--- src/rtl/count_step_ctrl.sv ---
// rtl/count_step_ctrl.sv - debounced count-button step requester with clear; optional hold auto-repeat under AUTO_REPEAT_EN
module count_step_ctrl #(
   parameter int DEBOUNCE_CYCLES = 1000000,
   parameter int REPEAT_DELAY    = 50000000,
   parameter int REPEAT_PERIOD   = 10000000
) (
   input  logic       clk,
   input  logic       reset,
   input  logic       btn,
   input  logic       clr_in,
   input  logic       step_ready,
   output logic       step_valid,
   output logic       clr_pulse,
   output logic [7:0] missed_steps
);

   localparam int DB_W = $clog2(DEBOUNCE_CYCLES);

   typedef enum logic [1:0] {IDLE, HOLD, REPEAT} state_t;

   logic            btn_s1, btn_s2;
   logic            clr_s1, clr_s2, clr_s3;
   logic [DB_W-1:0] db_cnt;
   logic            btn_db;
   state_t          state, state_nxt;
   logic            step_evt, step_evt_q;
   logic            clr_evt;
   logic            xfer;

`ifdef AUTO_REPEAT_EN
   localparam int TMR_MAX = (REPEAT_DELAY > REPEAT_PERIOD) ? REPEAT_DELAY : REPEAT_PERIOD;
   localparam int TMR_W   = $clog2(TMR_MAX + 1);

   logic [TMR_W-1:0] tmr;
   logic             hold_hit, period_hit;

   assign hold_hit   = (tmr == TMR_W'(REPEAT_DELAY));
   assign period_hit = (tmr == TMR_W'(REPEAT_PERIOD - 1));

   // Hold timer: idle at zero, restarts on every emitted step so REPEAT spacing is exact
   always_ff @(posedge clk) begin
      if (reset || state == IDLE || step_evt)
         tmr <= '0;
      else
         tmr <= tmr + TMR_W'(1);
   end
`endif

   assign clr_evt = clr_s2 & ~clr_s3;
   assign xfer    = step_valid & step_ready;

   // Two-flop synchronizers for both raw inputs, plus the clear edge-detect history
   always_ff @(posedge clk) begin
      if (reset) begin
         btn_s1 <= 1'b0;
         btn_s2 <= 1'b0;
         clr_s1 <= 1'b0;
         clr_s2 <= 1'b0;
         clr_s3 <= 1'b0;
      end else begin
         btn_s1 <= btn;
         btn_s2 <= btn_s1;
         clr_s1 <= clr_in;
         clr_s2 <= clr_s1;
         clr_s3 <= clr_s2;
      end
   end

   // Debounce: flip only after DEBOUNCE_CYCLES consecutive disagreeing samples
   always_ff @(posedge clk) begin
      if (reset) begin
         db_cnt <= '0;
         btn_db <= 1'b0;
      end else if (btn_s2 != btn_db) begin
         if (db_cnt == DB_W'(DEBOUNCE_CYCLES - 1)) begin
            btn_db <= btn_s2;
            db_cnt <= '0;
         end else begin
            db_cnt <= db_cnt + DB_W'(1);
         end
      end else begin
         db_cnt <= '0;
      end
   end

   // FSM state register
   always_ff @(posedge clk) begin
      if (reset)
         state <= IDLE;
      else
         state <= state_nxt;
   end

   // FSM next state: a debounced release always wins over a pending repeat
   always_comb begin
      state_nxt = state;
      case (state)
         IDLE:    if (btn_db) state_nxt = HOLD;
         HOLD: begin
            if (!btn_db)
               state_nxt = IDLE;
`ifdef AUTO_REPEAT_EN
            else if (hold_hit)
               state_nxt = REPEAT;
`endif
         end
         REPEAT:  if (!btn_db) state_nxt = IDLE;
         default: state_nxt = IDLE;
      endcase
   end

   // FSM outputs: step event on the press and on each auto-repeat tick
   always_comb begin
      step_evt = 1'b0;
      case (state)
         IDLE:    step_evt = btn_db;
`ifdef AUTO_REPEAT_EN
         HOLD:    step_evt = btn_db && hold_hit;
         REPEAT:  step_evt = btn_db && period_hit;
`endif
         default: step_evt = 1'b0;
      endcase
   end

   // Step handshake, drop counter and clear; a clear edge overrides everything else
   always_ff @(posedge clk) begin
      if (reset) begin
         step_evt_q   <= 1'b0;
         step_valid   <= 1'b0;
         clr_pulse    <= 1'b0;
         missed_steps <= 8'd0;
      end else begin
         step_evt_q <= step_evt;
         clr_pulse  <= clr_evt;
         if (clr_evt) begin
            step_valid   <= 1'b0;
            missed_steps <= 8'd0;
         end else begin
            if (step_evt_q && (!step_valid || xfer))
               step_valid <= 1'b1;
            else if (xfer)
               step_valid <= 1'b0;
            if (step_evt_q && step_valid && !xfer && missed_steps != 8'hFF)
               missed_steps <= missed_steps + 8'd1;
         end
      end
   end

endmodule

--- config.mk ---
export PLATFORM = sky130hd
export DESIGN_NAME = count_step_ctrl
export DESIGN_NICKNAME = d
export VERILOG_FILES = /design/src/rtl/count_step_ctrl.sv
export SDC_FILE = /design/constraint.sdc
export NUM_CORES = 1
export LEC_CHECK = 0
export ABC_AREA = 1
export CORE_ASPECT_RATIO = 0.9
export CORE_UTILIZATION = 48
export DETAILED_ROUTE_END_ITERATION = 7
export PLACE_DENSITY_LB_ADDON = 0.12
export SETUP_SLACK_MARGIN = 0.4
export SLEW_MARGIN = 20
export SYNTH_ARGS = -nofsm -noshare
export SYNTH_HDL_FRONTEND = slang
export SYNTH_SLANG_ARGS = --single-unit
--- constraint.sdc ---
create_clock -name clk -period 2 [get_ports clk]
set_input_delay 0.3 -clock clk [delete_from_list [all_inputs] [get_ports clk]]
set_output_delay 0.3 -clock clk [all_outputs]
set_load 0.03 [all_outputs]
==> flow_summary.toml <==
[final_layout]
multi_input_area_sq_um = 925
regMostFlops = "db_cnt"
top_regs = "db_cnt: 20 flops, missed_steps: 8 flops"
ff_latch_area_sq_um = 762
largest_register_ffs = 20
final_area_sq_um = 2120
drive_gt1_share_pct = 13.8
fin_nets = 275
area_growth_pct = 18.1
diodes = 0
fillers = 321

[power_and_ir_drop]
power.density_nw_per_um2 = 739
peakVddDrop_uv = 490
power.leakage_uw = 0.000746

[floorplan]
initial_core_util_pct = 51.6
die-area_sq_um = 3990
die_width_um = 66.4
core_area_sq_um = 3480
die_height_um = 60
pin_count = 15
rows = 20

[synth]
postSynthAreaPerCell_sq_um = 7.21
synthCells = 249
synth_fp_nets = 256
synth_top_area_share_pct = 42.4
synth_top_cell_by_area = "dfxtp_1"
synth-seq-cells = 38
ys.warnings.count = 0
ys_types = 26
synthTopCellsByArea = "dfxtp_1, nand2_1, nor2_1, inv_1, nand3_1"
seq_area_frac_synth_pct = 42.4
synth_area_sq_um = 1790

[sta]
fin_crit_ps = 1490
fin_crit_sh_pct = 74.6
rsz0062_at_grt = "yes"
max_freq_mhz = 670
hold_viol = 0
tns_ps = 0
slew_headroom_pct = 55.7
worst_slew_pin_slew_ps = 659
slew_viol_final = 0
skew_ps = 3.28
setup_violations = 0

[worst_setup_path]
cp.arrival_ps = 1670
critical_path_required_ps = 2180
startpoint_type = "flop"
crit_type = "reg -> reg"
cp_max_fo = 20
endpoint_kind = "flop"

[placed_design]
finalWeightedCongestion = 0.847
dpl-instance-area_sq_um = 1970
dp_hpwl_um = 2360
io_buffer_count = 14

[cts]
post_cts_buffers = 0
clk_path_buf_depth = 2
cts_sinks = 38
cts_hold_buf = 0
clock_latency_ps = 290
htree_levels = 2
cts_resized = 9
clkTransAtPathRegs_ps = 70
cts_buffers = 5
root_buffer = "clkbuf_8"
tritoncts = "built"

[detailed_routing]
num_vias = 1506
ant_nets = 0
viasPerCell = 4.81
drc_errors = 0
first_pass_iters = 4
wl_um = 3210
drt_iter0_drc = 82
wl_per_cell_um = 10.3

[global_route]
grt_usage_pct = 18.9
grt_antenna_before_repair = 0
grt_pass1_vias = 1296
overflow = 0
grt_max_degree = 21
grt_pass1_wl_um = 5540

[job]
maxCapViolations = 0

[status]
status = "complete, no violations"

[worst_hold_path]
min_path_type = "reg -> reg"
[synth_stat cells]
| cell | number |
|---|---|
| o21bai_1 | 1 |
| o21ai_0 | 2 |
| nand2_2 | 5 |
| inv_2 | 3 |
| xor2_1 | 6 |
| nor2_4 | 1 |
| a21oi_2 | 8 |
| nand2_1 | 59 |
| xnor2_1 | 5 |
| nor2_1 | 48 |
| a21oi_1 | 10 |
| o21ai_1 | 1 |
| nand4_1 | 3 |
| nor3_2 | 1 |
| inv_1 | 23 |
| nand3_1 | 17 |
| buf_2 | 1 |
| nor2_2 | 4 |
| nor3_1 | 3 |
| ha_1 | 2 |
| nand3b_1 | 1 |
| dfxtp_1 | 38 |
| buf_6 | 2 |
| or2_0 | 1 |
| nand3_2 | 2 |
| or2_2 | 2 |
[stage by stage]
stage	cells	power (uW)	util [%]	hold slack [ps]	worst slack (ps)
finish	313	1570	60.9	394	508
global route	313	1620	60.9	419	395
CTS	313	1580	60.4	398	400
detailed placement	305	811	56.6	387	291
global placement	305	810	56.6	378	322
floorplan	249	799	-	374	439
[layer usage]
layer | vias up | track usage [%] | part of all wire, %
li1 | 815 | - | -
met1 | 656 | 25.2 | 53
met2 | 28 | 27.6 | 41
met3 | 7 | 4.96 | 4.1
met4 | 0 | 10.6 | 1.5
met5 | - | 0 | 0
[kinds of logic (layout without fill, tap and decap cells)]
family / count (synthesis) / count (layout) / share of synthesized area [%]
adder cells (fa/ha/maj): 2 / 2 / 1.39
AO/OA/AOI/OAI: 22 / 22 / 7.95
buffers and inverters: 29 / 49 / 6.97
XOR/XNOR: 11 / 11 / 5.37
AND/OR/NAND/NOR: 147 / 147 / 35.9
flip-flops: 38 / 38 / 42.4
[cells in the final DEF, fill, tap and decap left out, drive strengths merged, types with 3 or more instances in the layout]
master / netlist / layout
inv: 26 / 26
nor3: 4 / 4
dlygate4sd2: 0 / 8
clkbuf: 0 / 5
nand3: 19 / 19
or2: 3 / 3
clkdlybuf4s50: 0 / 4
dfxtp: 38 / 38
a21oi: 18 / 18
nand4: 3 / 3
o21ai: 3 / 3
xnor2: 5 / 5
nor2: 53 / 53
xor2: 6 / 6
nand2: 64 / 64
[where the power goes]
group | switching, uW | internal (uW) | total [uW]
Combinational | 17.1 | 13.2 | 30.3
Clock | 273 | 499 | 773
Sequential | 1.84 | 761 | 763
[final cells by class]
class                           instances  share of cell area (%)
Clock buffer                            5                    3.25
Clock inverter                          3                    3.25
Inverter                               26                    4.60
Multi-Input combinational cell        182                    43.6
Sequential cell                        38                    36.0
Tap cell                               44                    2.60
Timing Repair Buffer                   15                    6.73
[final timing paths]
kind / slack, ps / cells past startpoint / start / endpoint
setup reg to reg: 510 / 8 / db_cnt[0] / db_cnt[15]
hold / removal: 390 / 1 / state[0] / step_evt_q
hold reg to reg: 390 / 1 / state[0] / step_evt_q
setup / recovery: 510 / 8 / db_cnt[0] / db_cnt[15]
[critical path, stage by stage, from the launching register on]
cell     delay (ps)
dfxtp_1         350
ha_1            260
nand3_2         150
inv_2            90
nand2_2          60
nor2_4          120
nand2_2         100
nand2_8         180
nor2_1           70
Note: power is estimated with default switching activity, not from simulation.
